==> config.mk <==
export PLATFORM = sky130hd
export DESIGN_NAME = mj_mode_sequencer_flat
export DESIGN_NICKNAME = d
export VERILOG_FILES = /design/src/rtl/mj_mode_sequencer_pkg.sv /design/src/rtl/mj_mode_sequencer_if.sv /design/src/rtl/mj_mode_sequencer_key_pulse.sv /design/src/rtl/mj_mode_sequencer.sv /design/src/flat_wrapper.sv
export SDC_FILE = /design/constraint.sdc
export NUM_CORES = 1
export LEC_CHECK = 0
export CORE_MARGIN = 2
export CORE_UTILIZATION = 25
export CTS_CLUSTER_SIZE = 20
export DETAILED_ROUTE_END_ITERATION = 8
export HOLD_SLACK_MARGIN = 0.06
export MAX_ROUTING_LAYER = met4
export PLACE_DENSITY_LB_ADDON = 0.12
export REMOVE_ABC_BUFFERS = 1
export SLEW_MARGIN = 20
export SYNTH_ARGS = -nofsm -noshare
export SYNTH_HDL_FRONTEND = slang
export SYNTH_SLANG_ARGS = --single-unit
==> constraint.sdc <==
create_clock -name clk_50M -period 5.53 [get_ports clk_50M]
set_clock_uncertainty 0.2 [all_clocks]
set_input_delay 1.106 -clock clk_50M [delete_from_list [all_inputs] [get_ports clk_50M]]
set_output_delay 1.106 -clock clk_50M [all_outputs]
set_load 0.02 [all_outputs]
==> src/rtl/mj_mode_sequencer_pkg.sv <==
// Shared types for the mode sequencer: FSM state enum, display mode codes,
// switch mode codes and state-to-indicator decode helpers.
package mj_pkg;

    typedef enum logic [2:0] {
        ST_IDLE,
        ST_WR_ADDR,
        ST_WR_DATA,
        ST_RD_ADDR,
        ST_RD_WAIT,
        ST_RD_SHOW
    } mj_state_e;

    localparam logic [2:0] DISP_IDLE  = 3'd0;
    localparam logic [2:0] DISP_ENTRY = 3'd3;
    localparam logic [2:0] DISP_READ  = 3'd6;

    localparam logic [2:0] MODE_WR = 3'd2;
    localparam logic [2:0] MODE_RD = 3'd3;

    // RD_WAIT is a single internal cycle; it keeps showing the read-address indication.
    function automatic logic [7:0] ledg_of(input mj_state_e s);
        case (s)
            ST_IDLE:    ledg_of = 8'h01;
            ST_WR_ADDR: ledg_of = 8'h02;
            ST_WR_DATA: ledg_of = 8'h04;
            ST_RD_ADDR: ledg_of = 8'h08;
            ST_RD_WAIT: ledg_of = 8'h08;
            ST_RD_SHOW: ledg_of = 8'h10;
            default:    ledg_of = 8'h01;
        endcase
    endfunction

    function automatic logic [2:0] disp_of(input mj_state_e s);
        case (s)
            ST_IDLE:    disp_of = DISP_IDLE;
            ST_RD_SHOW: disp_of = DISP_READ;
            default:    disp_of = DISP_ENTRY;
        endcase
    endfunction

endpackage

==> src/rtl/mj_mode_sequencer_if.sv <==
// RAM strobe/address/data bus between the mode sequencer (master) and the RAM (slave).
interface mj_mode_sequencer_if #(
    parameter int unsigned ADDR_W = 4,
    parameter int unsigned DATA_W = 16
);
    logic              ram_we;
    logic              ram_re;
    logic [ADDR_W-1:0] ram_addr;
    logic [DATA_W-1:0] ram_wdata;
    logic [DATA_W-1:0] ram_rdata;

    modport master (
        output ram_we,
        output ram_re,
        output ram_addr,
        output ram_wdata,
        input  ram_rdata
    );

    modport slave (
        input  ram_we,
        input  ram_re,
        input  ram_addr,
        input  ram_wdata,
        output ram_rdata
    );
endinterface

==> src/rtl/mj_mode_sequencer_key_pulse.sv <==
// Enter-key conditioning: two-flop synchroniser, optional debounce (MJ_DEBOUNCE_EN)
// and rising-edge detector producing a single-cycle pulse per key press.
module mj_key_pulse #(
    parameter int unsigned DEB_CYC = 1000000
) (
    input  logic clk_i,
    input  logic rst_i,
    input  logic key_i,
    output logic pulse_o
);

    logic sync1_q;
    logic sync2_q;
    logic prev_q;
    logic level;

    always_ff @(posedge clk_i or posedge rst_i) begin
        if (rst_i) begin
            sync1_q <= 1'b0;
            sync2_q <= 1'b0;
        end else begin
            sync1_q <= key_i;
            sync2_q <= sync1_q;
        end
    end

`ifdef MJ_DEBOUNCE_EN
    localparam int unsigned DEB_W = (DEB_CYC > 1) ? $clog2(DEB_CYC) : 1;

    logic [DEB_W-1:0] deb_cnt_q;
    logic             stable_q;

    // The accepted level only flips after the synchronised key differs for DEB_CYC cycles in a row.
    always_ff @(posedge clk_i or posedge rst_i) begin
        if (rst_i) begin
            deb_cnt_q <= '0;
            stable_q  <= 1'b0;
        end else if (sync2_q == stable_q) begin
            deb_cnt_q <= '0;
        end else if (deb_cnt_q == DEB_W'(DEB_CYC - 1)) begin
            deb_cnt_q <= '0;
            stable_q  <= sync2_q;
        end else begin
            deb_cnt_q <= deb_cnt_q + 1'b1;
        end
    end

    assign level = stable_q;
`else
    assign level = sync2_q;
`endif

    always_ff @(posedge clk_i or posedge rst_i) begin
        if (rst_i) begin
            prev_q <= 1'b0;
        end else begin
            prev_q <= level;
        end
    end

    assign pulse_o = level & ~prev_q;

endmodule

==> src/rtl/mj_mode_sequencer.sv <==
// Switch/enter-key driven RAM write/read sequencer with 7-segment mode and LED state outputs.
// Define MJ_DEBOUNCE_EN to debounce the enter key before edge detection.
module mj_mode_sequencer
    import mj_pkg::*;
#(
    parameter int unsigned ADDR_W      = 4,
    parameter int unsigned DATA_W      = 16,
    parameter int unsigned TIMEOUT_CYC = 500000000,
    parameter int unsigned DEB_CYC     = 1000000
) (
    input  logic                     clk_50M,
    input  logic                     rst,
    input  logic                     enter,
    input  logic [9:0]               sw,
    mj_mode_sequencer_if.master      ram,
    output logic [2:0]               disp_sel,
    output logic [DATA_W-1:0]        disp_val,
    output logic [7:0]               ledg
);

    localparam int unsigned CNT_W = (TIMEOUT_CYC > 2) ? $clog2(TIMEOUT_CYC) : 1;
    localparam logic [CNT_W-1:0] CNT_LIM = CNT_W'(TIMEOUT_CYC - 1);

    logic enp;

    mj_key_pulse #(
        .DEB_CYC (DEB_CYC)
    ) u_key (
        .clk_i   (clk_50M),
        .rst_i   (rst),
        .key_i   (enter),
        .pulse_o (enp)
    );

    mj_state_e         state_q, state_d;
    logic [CNT_W-1:0]  cnt_q, cnt_d;
    logic              ram_we_q, ram_re_q;
    logic              we_d, re_d, addr_ld;
    logic [ADDR_W-1:0] ram_addr_q;
    logic [DATA_W-1:0] ram_wdata_q;
    logic [DATA_W-1:0] disp_val_q;
    logic [2:0]        disp_sel_q;
    logic [7:0]        ledg_q;
    logic              timed;
    logic              timeout;

    always_comb begin
        timed = (state_q == ST_WR_ADDR) || (state_q == ST_WR_DATA) ||
                (state_q == ST_RD_ADDR) || (state_q == ST_RD_SHOW);
        timeout = timed && (cnt_q == CNT_LIM);
        state_d = state_q;
        we_d    = 1'b0;
        re_d    = 1'b0;
        addr_ld = 1'b0;
        case (state_q)
            ST_IDLE: begin
                if (enp) begin
                    if (sw[2:0] == MODE_WR)      state_d = ST_WR_ADDR;
                    else if (sw[2:0] == MODE_RD) state_d = ST_RD_ADDR;
                end
            end
            ST_WR_ADDR: begin
                if (enp) begin
                    addr_ld = 1'b1;
                    state_d = ST_WR_DATA;
                end else if (timeout) begin
                    state_d = ST_IDLE;
                end
            end
            ST_WR_DATA: begin
                if (enp) begin
                    we_d    = 1'b1;
                    state_d = ST_IDLE;
                end else if (timeout) begin
                    state_d = ST_IDLE;
                end
            end
            ST_RD_ADDR: begin
                // Stay here while the read strobe is out so RD_WAIT lines up with valid read data.
                if (ram_re_q) begin
                    state_d = ST_RD_WAIT;
                end else if (enp) begin
                    addr_ld = 1'b1;
                    re_d    = 1'b1;
                end else if (timeout) begin
                    state_d = ST_IDLE;
                end
            end
            ST_RD_WAIT: state_d = ST_RD_SHOW;
            ST_RD_SHOW: begin
                if (enp || timeout) state_d = ST_IDLE;
            end
            default: state_d = ST_IDLE;
        endcase

        if (enp || (state_d != state_q)) begin
            cnt_d = '0;
        end else if (timed && (cnt_q != CNT_LIM)) begin
            cnt_d = cnt_q + 1'b1;
        end else begin
            cnt_d = cnt_q;
        end
    end

    always_ff @(posedge clk_50M or posedge rst) begin
        if (rst) begin
            state_q     <= ST_IDLE;
            cnt_q       <= '0;
            ram_we_q    <= 1'b0;
            ram_re_q    <= 1'b0;
            ram_addr_q  <= '0;
            ram_wdata_q <= '0;
            disp_val_q  <= '0;
            disp_sel_q  <= DISP_IDLE;
            ledg_q      <= 8'h01;
        end else begin
            state_q    <= state_d;
            cnt_q      <= cnt_d;
            ram_we_q   <= we_d;
            ram_re_q   <= re_d;
            disp_sel_q <= disp_of(state_d);
            ledg_q     <= ledg_of(state_d);
            if (addr_ld) ram_addr_q <= sw[ADDR_W-1:0];
            if (we_d) ram_wdata_q <= DATA_W'(sw);
            if (state_q == ST_RD_WAIT) disp_val_q <= ram.ram_rdata;
        end
    end

    assign ram.ram_we    = ram_we_q;
    assign ram.ram_re    = ram_re_q;
    assign ram.ram_addr  = ram_addr_q;
    assign ram.ram_wdata = ram_wdata_q;
    assign disp_sel      = disp_sel_q;
    assign disp_val      = disp_val_q;
    assign ledg          = ledg_q;

endmodule

==> src/flat_wrapper.sv <==
// flat-port wrapper written by rule: the top's interface ports become plain ports
module mj_mode_sequencer_flat import mj_pkg::*;
#(
    parameter int unsigned ADDR_W      = 4,
    parameter int unsigned DATA_W      = 16,
    parameter int unsigned TIMEOUT_CYC = 500000000,
    parameter int unsigned DEB_CYC     = 1000000
)
  (clk_50M, rst, enter, sw, disp_sel, disp_val, ledg, ram_ram_we, ram_ram_re, ram_ram_addr, ram_ram_wdata, ram_ram_rdata);
  mj_mode_sequencer_if #(.ADDR_W(ADDR_W), .DATA_W(DATA_W)) ram_i ();
  input  logic clk_50M;
  input  logic rst;
  input  logic enter;
  input  logic [9:0] sw;
  output logic [2:0] disp_sel;
  output logic [DATA_W-1:0] disp_val;
  output logic [7:0] ledg;
  output wire logic [$bits(ram_i.ram_we)-1:0] ram_ram_we;
  output wire logic [$bits(ram_i.ram_re)-1:0] ram_ram_re;
  output wire logic [$bits(ram_i.ram_addr)-1:0] ram_ram_addr;
  output wire logic [$bits(ram_i.ram_wdata)-1:0] ram_ram_wdata;
  input wire logic [$bits(ram_i.ram_rdata)-1:0] ram_ram_rdata;
  assign ram_ram_we = ram_i.ram_we;
  assign ram_ram_re = ram_i.ram_re;
  assign ram_ram_addr = ram_i.ram_addr;
  assign ram_ram_wdata = ram_i.ram_wdata;
  assign ram_i.ram_rdata = ram_ram_rdata;
  mj_mode_sequencer #(.ADDR_W(ADDR_W), .DATA_W(DATA_W), .TIMEOUT_CYC(TIMEOUT_CYC), .DEB_CYC(DEB_CYC)) u_core (.clk_50M(clk_50M), .rst(rst), .enter(enter), .sw(sw), .ram(ram_i), .disp_sel(disp_sel), .disp_val(disp_val), .ledg(ledg));
endmodule
==> results.toml, run 1 <==
[synthesis]
synth-async-reset-ratio = 1.00
ys_warn_count = 0
netlist_area_sq_um = 3540
synth_top_area_frac = 0.516
synth-seq-cells = 74
yosys.cell_types.count = 49
yosysSeqAreaShare = 0.523
post_synth_inst_count = 307
synth.avg_cell_area_sq_um = 11.5
synthTopCellsByArea = "dfrtp_1, mux2_2, xnor2_1"
synthFlopType = "dfrtp_1"
synth_edf_count = 0
synth_top_area_cell = "dfrtp_1"

[floorplan]
ioPinCount = 78
core_area_sq_um = 13900
row_count = 43
die_w_um = 123
start_util = 0.255
die_area_sq_um = 15100
die_h_um = 123

[clock_tree]
clk_pin_slew_ns = 0.05
cts.sinks = 74
ctsResizeCount = 0
cts_root_buffer = "clkbuf_16"
cts_tree = "yes"
numCtsBuffers = 9
cts_buffer_depth = 2
clock_latency_ns = 0.34
post_cts_buffers = 0
cts_hold_buf = 0
cts.htree.levels = 3

[cells_and_area]
fill_cells = 1412
finalNetCount = 404
ff_latch_area_sq_um = 1850
final_common_cell = "dfrtp_1"
final_cell_mix = "dfrtp_1, clkdlybuf4s50_1, mux2_2"
area_growth_syn_to_layout_pct = 31.2
antenna_cells = 0
drive_gt1_frac = 0.208
fin_util = 0.335
fin_area_sq_um = 4650
multi_input_area_sq_um = 1530

[global_routing]
antenna_found_initial = 0
grt_pass1_vias = 2581
overflow = 0
grt_max_degree = 41
gr-usage-all-layers = 0.118
grt_pass1_wl_um = 13000

[flow_run]
cap_violations = 0

[run_status]
outcome = "complete, no violations"

[route]
vias_per_cell = 4.52
wl_per_cell_um = 13.9
drtPass1Iterations = 4
totalWireLength_um = 7770
drc = 0
postRouteAntennaNets = 0
vias = 2527
drtIter0Drc = 100

[timing]
slew_viol_final = 0
finalHoldViolCount = 0
setup_violations = 0
rsz0062_at_grt = "false"
min_period_ns = 2.96
tightest_slew_ns = 0.807
setup_ws_ns = 2.57
fmax_mhz = 338
finalSetupTns_ns = 0
slew_headroom = 0.462
finalCritPeriodShare = 0.536

[worst_hold_path]
hold_path_class = "flop to flop"
hp-start = "u_core.u_key.sync1_q"
hold_depth = 0

[critical_path]
crit_path_start_kind = "flop"
worstPathRequired_ns = 5.52
worstSetupStartpoint = "u_core.state_q[1]"
r2r_cells = 5
reg2reg_from = "u_core.state_q[1]"
worstPathArrival_ns = 2.95
path_max_fanout = 27
end_kind = "flop"
crit_type = "flop to flop"

[power]
p_leak_uw = 0.00188
vdd_drop_max_v = 0.000212
power_density_nw_per_um2 = 392

[placement]
dp_slack_ns = 2.50
postPlaceCellArea_sq_um = 4330
routabilityCongestion = 0.755
place_hpwl_um = 5350
numPortBuffers = 68
[stage by stage]
stage | std cells | total power (uW) | hold slack (ns)
after floorplan | 293 | 980 | 0.131
after global placement | 543 | 1210 | 0.134
after CTS | 559 | 1860 | 0.153
after global routing | 559 | 1920 | 0.157
after detailed placement | 543 | 1210 | 0.141
final | 559 | 1820 | 0.152
[per-layer routing]
layer	GRT usage	part of all wire	vias up
li1	-	-	1206
met1	0.144	0.47	1259
met2	0.179	0.47	55
met3	0.0411	0.043	7
met4	0.0447	0.018	0
met5	-	0	-
[state kept, by name, summed over array words and instances, names as in the netlist]
name                  cells
u_core.cnt_q             29
u_core.disp_val          16
u_core.ram.ram_wdata     10
u_core.ledg               4
u_core.ram.ram_addr       4
u_core.disp_sel           3
u_core.state_q            3
u_core.ram.ram_re         1
u_core.ram.ram_we         1
u_core.u_key.level        1
u_core.u_key.prev_q       1
u_core.u_key.sync1_q      1
[cell type report]
class / instances / share of cell area
flip-flops and latches: 74 / 0.399
multi-input cells: 212 / 0.329
repair buffers: 70 / 0.150
clock buffers: 13 / 0.0538
well taps: 180 / 0.0485
clock inverters: 3 / 0.0140
inverters: 7 / 0.00592
[path summary, 6_finish.rpt]
path	endpoint	slack (ns)
worst min-delay path	u_core.u_key.level	0.15
max in group asynchronous	u_core.ledg[0]	3.22
worst max register to register	u_core.cnt_q[4]	2.57
min in group asynchronous	u_core.cnt_q[18]	0.96
worst max-delay path	u_core.cnt_q[4]	2.57
worst min register to register	u_core.u_key.level	0.15
[critical path: stages (launching register included)]
cell,delay (ns)
dfrtp_1,0.52
or2_2,0.20
nand4_1,0.50
or4_4,0.67
nand2b_2,0.60
nor2b_1,0.11
[where the power goes]
part	internal (uW)	switching [uW]	total [uW]
sequential	641	58.3	699
combinational	250	248	498
clock	407	219	626
[Yosys cell counts, types with 6 or more instances]
cell / number
nor2_2: 20
buf_4: 10
nand4_1: 8
mux2_2: 30
o21ai_0: 7
clkbuf_1: 7
inv_1: 6
dfrtp_1: 73
a21oi_1: 8
nand2_1: 13
nor4_1: 10
nor3_1: 11
xnor2_1: 21
nor2_1: 10
nand3_1: 8
[logic make-up after synthesis]
family,count (synthesis),synth area share
xor gates and xnor gates,23,0.0569
adders and majority gates,1,0.00353
muxes,32,0.101
other,1,0.00106
buffers and inverters,29,0.0533
DFF,74,0.523
and+or+nand+nor,121,0.214
AOI/OAI and AO/OA,26,0.0473
Power figures use the tool's default switching activity.
==> inputs of run 2 (changes only) <==
==> constraint.sdc (replaced) <==
create_clock -name clk_50M -period 2.6 [get_ports clk_50M]
set_clock_uncertainty 0.2 [all_clocks]
set_input_delay 0.52 -clock clk_50M [delete_from_list [all_inputs] [get_ports clk_50M]]
set_output_delay 0.52 -clock clk_50M [all_outputs]
set_load 0.02 [all_outputs]
==> results.toml, run 2 (same netlist as run 1, synthesis figures left out) <==
[global_routing]
grt_max_degree = 54
gr-usage-all-layers = 0.116
grt_pass1_wl_um = 13100
antenna_found_initial = 0
grt_pass1_vias = 2591
overflow = 0

[cells_and_area]
regMostFlops = "u_core.cnt_q"
final_common_cell = "dfrtp_1"
antenna_cells = 0
fin_area_sq_um = 4740
largest_reg_flops = 29
drive_gt1_frac = 0.234
final_cell_mix = "dfrtp_1, clkdlybuf4s50_1, mux2_2"
area_growth_syn_to_layout_pct = 33.8
finalNetCount = 414
fin_cells = 569

[floorplan]
ioPinCount = 78
die_area_sq_um = 15100
core_area_sq_um = 13900
die_w_um = 123
die_h_um = 123
start_util = 0.255
row_count = 43

[critical_path]
reg2reg_slack_ns = 0.33
crit_type = "flop to flop"
r2r_cells = 6
end_kind = "flop"
worstPathArrival_ns = 2.29
worstPathRequired_ns = 2.63
reg2reg_from = "u_core.cnt_q[11]"
crit_path_start_kind = "flop"
path_max_fanout = 10
r2r_end = "u_core.cnt_q[27]"

[timing]
finalHoldViolCount = 0
slew_viol_final = 0
setup_violations = 0
rsz0062_at_grt = "false"
min_period_ns = 2.27
slew_headroom = 0.628
finalCritPeriodShare = 0.872
finalSetupTns_ns = 0
tightest_slew_ns = 0.556
fmax_mhz = 441

[route]
wl_per_cell_um = 13.7
drtPass1Iterations = 4
vias = 2533
totalWireLength_um = 7770
vias_per_cell = 4.45
drtIter0Drc = 96
drc = 0
postRouteAntennaNets = 0

[worst_hold_path]
hold_path_class = "flop to flop"
hold_depth = 0
hp-start = "u_core.u_key.sync1_q"
min_to = "u_core.u_key.level"

[placement]
place_hpwl_um = 5490
numPortBuffers = 68
routabilityCongestion = 0.767
place_inst = 553
postPlaceCellArea_sq_um = 4430

[clock_tree]
cts.sinks = 74
cts_buffer_depth = 2
cts_tree = "yes"
clock_latency_ns = 0.34
cts.htree.levels = 3
cts_hold_buf = 0
clk_pin_slew_ns = 0.06
ctsResizeCount = 0
numCtsBuffers = 9
post_cts_buffers = 0
cts_root_buffer = "clkbuf_16"

[power]
vdd_drop_max_v = 0.000409
p_total_uw = 3820
p_leak_uw = 0.00192
power_density_nw_per_um2 = 807

[run_status]
outcome = "complete, no violations"

[flow_run]
cap_violations = 0
-- run 2: changes by cell type in the layout (fill, tap and decap cells not counted) --
cell        before  now
buf_4            2   10
clkinvlp_4       0    2
clkbuf_1         3    1
bufinv_16        2    1
buf_12           0    2
clkbuf_8         1    2
-- run 2: worst max path at each step --
stage | from | to | slack, ns | cells past startpoint
after floorplan | rst | u_core.cnt_q[0] | 0.00003 | 1
after global placement | sw[2] | u_core.ledg[0] | 0.23 | 7
after detailed placement | sw[2] | u_core.ledg[0] | 0.19 | 7
after CTS | u_core.cnt_q[11] | u_core.cnt_q[24] | 0.32 | 6
after global routing | u_core.cnt_q[11] | u_core.cnt_q[1] | 0.21 | 5
final | u_core.cnt_q[11] | u_core.cnt_q[27] | 0.33 | 6
-- run 2: worst max-delay path, stage by stage, from the launching register on --
cell	delay, ns
dfrtp_1	0.42
nand4b_1	0.23
or2_2	0.33
or4_4	0.57
nand2b_2	0.13
buf_4	0.21
nor2_1	0.06
-- run 2: cell type report --
type	instances	area, sq um
clock buffer	12	256
clock inverter	4	50.0
multi-input combinational	212	1530
timing repair buffer	80	796
fill	1389	9140
sequential	74	1850
inverter	7	27.5
tap	180	225
-- run 2: power breakdown --
group / switching, uW / internal [uW] / leakage (uW)
Combinational: 528 / 541 / 0.000792
Sequential: 127 / 1360 / 0.000988
Clock: 471 / 793 / 0.000145
-- run 2: through the flow --
| step | utilization | hold WS, ns | worst slack (ns) |
|---|---|---|---|
| after global placement | 0.319 | 0.134 | 0.232 |
| after detailed placement | 0.319 | 0.136 | 0.193 |
| after global routing | 0.341 | 0.161 | 0.210 |
| after floorplan | - | 0.131 | 0.0000322 |
| final | 0.341 | 0.148 | 0.333 |
| after CTS | 0.341 | 0.149 | 0.316 |
-- run 2: metal layers --
layer  wire, um  global-route usage  share of wire
met1       3700               0.146           0.48
met2       3590               0.172           0.46
met3        358              0.0424          0.046
met4        119              0.0384          0.015
met5          0                   -              0
==> inputs of run 3 (changes only) <==
--- a/config.mk
+++ b/config.mk
@@ -5,7 +5,6 @@
 export SDC_FILE = /design/constraint.sdc
 export NUM_CORES = 1
 export LEC_CHECK = 0
-export CORE_MARGIN = 2
 export CORE_UTILIZATION = 25
 export CTS_CLUSTER_SIZE = 20
 export DETAILED_ROUTE_END_ITERATION = 8
==> results.toml, run 3 (same netlist as run 1, synthesis figures left out) <==
[critical_path]
slowest_stage = "or4_4"
crit_type = "flop to flop"
end_kind = "flop"
crit_path_start_kind = "flop"
r2r_cells = 6
crit_chain = "nand4b_1, or2_2, or4_4, nand2b_2, buf_12, a21oi_1"
slowest_delay_ns = 0.57
path_max_fanout = 15
worstPathArrival_ns = 2.34
worstPathRequired_ns = 2.62

[cells_and_area]
final_common_cell = "dfrtp_1"
final_cell_mix = "dfrtp_1, clkdlybuf4s50_1, mux2_2"
ff_latch_area_sq_um = 1850
multi_input_area_sq_um = 1530
area_growth_syn_to_layout_pct = 33.4
fill_cells = 1355
drive_gt1_frac = 0.235
fin_area_sq_um = 4730
regMostFlops = "u_core.cnt_q"
finalNetCount = 413
largest_reg_flops = 29
antenna_cells = 0

[run_status]
outcome = "complete, no violations"

[timing]
finalHoldViolCount = 0
slew_headroom = 0.647
min_period_ns = 2.31
fmax_mhz = 433
tightest_slew_ns = 0.529
finalSetupTns_ns = 0
setup_violations = 0
finalCritPeriodShare = 0.889
slew_viol_final = 0
rsz0062_at_grt = "false"

[global_routing]
gr-usage-all-layers = 0.123
grt_pass1_wl_um = 13200
grt_max_degree = 75
grt_pass1_vias = 2474
overflow = 0
antenna_found_initial = 0

[placement]
place_hpwl_um = 5420
numPortBuffers = 68
routabilityCongestion = 0.735
postPlaceCellArea_sq_um = 4440

[power]
switching_share = 0.305
switchingPower_uw = 1150
p_int_uw = 2620
power_density_nw_per_um2 = 798
p_comb_frac = 0.285
seqPwrFrac = 0.394
power_frac_clock = 0.321
vdd_drop_max_v = 0.000355
p_leak_uw = 0.00192

[route]
drtPass1Iterations = 4
postRouteAntennaNets = 0
wl_per_cell_um = 13.9
totalWireLength_um = 7880
drtIter0Drc = 158
vias = 2538
vias_per_cell = 4.47
drc = 0

[clock_tree]
cts.htree.levels = 3
clk_pin_slew_ns = 0.06
cts.sinks = 74
cts_tree = "yes"
cts_hold_buf = 0
numCtsBuffers = 9
post_cts_buffers = 0
clock_latency_ns = 0.34
cts_root_buffer = "clkbuf_16"
cts_buffer_depth = 2
ctsResizeCount = 0

[floorplan]
ioPinCount = 78
row_count = 43
die_h_um = 121
die_area_sq_um = 14700
core_area_sq_um = 13800
die_w_um = 121
start_util = 0.256

[worst_hold_path]
hold_path_class = "flop to flop"
hold_depth = 0

[flow_run]
cap_violations = 0
[run 3: cell types whose count changed in the layout (fill, tap and decap cells not counted), sizes merged]
| cell | delta |
|---|---|
| buf | -1 |
| inv | +1 |
| bufinv | -1 |
[run 3: power groups by stage]
| stage | sequential [uW] | clock (uW) | combinational, uW |
|---|---|---|---|
| 6_report | 1490 | 1210 | 1070 |
| 5_1_grt | 1520 | 1310 | 1150 |
| 4_1_cts | 1490 | 1250 | 1090 |
| 3_5_place_dp | 1510 | 0 | 1090 |
| 3_3_place_gp | 1510 | 0 | 1090 |
| 2_1_floorplan | 1710 | 0 | 375 |
[run 3: path summary, 6_finish.rpt]
kind	from	to	slack [ns]
max in group asynchronous	rst	u_core.ledg[0]	1.46
worst min-delay path	u_core.u_key.sync1_q	u_core.u_key.level	0.15
min in group asynchronous	rst	u_core.cnt_q[17]	0.38
worst max-delay path	u_core.cnt_q[11]	u_core.cnt_q[7]	0.29
worst max register to register	u_core.cnt_q[11]	u_core.cnt_q[7]	0.29
worst min register to register	u_core.u_key.sync1_q	u_core.u_key.level	0.15
[run 3: layout make-up]
class	instances	share of cell area
Timing Repair Buffer	79	0.169
Clock inverter	4	0.00529
Tap cell	180	0.0476
Sequential cell	74	0.392
Inverter	7	0.00556
Multi-Input combinational cell	212	0.324
Clock buffer	12	0.0564
[run 3: through the flow]
step | worst slack (ns) | cells | util | hold WS [ns] | total power [uW]
after floorplan | 0.0000322 | 293 | - | 0.131 | 2080
after global placement | 0.236 | 552 | 0.321 | 0.134 | 2590
after detailed placement | 0.194 | 552 | 0.321 | 0.143 | 2600
after CTS | 0.272 | 568 | 0.342 | 0.158 | 3840
after global routing | 0.199 | 568 | 0.342 | 0.163 | 3980
final | 0.288 | 568 | 0.342 | 0.154 | 3770
[run 3: layer usage]
| layer | up-vias | part of all wire | global-route usage | wire [um] |
|---|---|---|---|---|
| met4 | 0 | 0.020 | 0.0556 | 161 |
| met3 | 12 | 0.035 | 0.0343 | 279 |
| li1 | 1229 | - | - | - |
| met5 | - | 0 | - | 0 |
| met2 | 52 | 0.45 | 0.173 | 3510 |
| met1 | 1245 | 0.50 | 0.162 | 3930 |
[run 3: critical path, delay by kind of cell (launching register included)]
kind                   cells  cell delay [ns]
DFF                        1             0.42
buffers and inverters      1             0.18
and+or+nand+nor            4             1.32
AOI/OAI and AO/OA          1             0.05
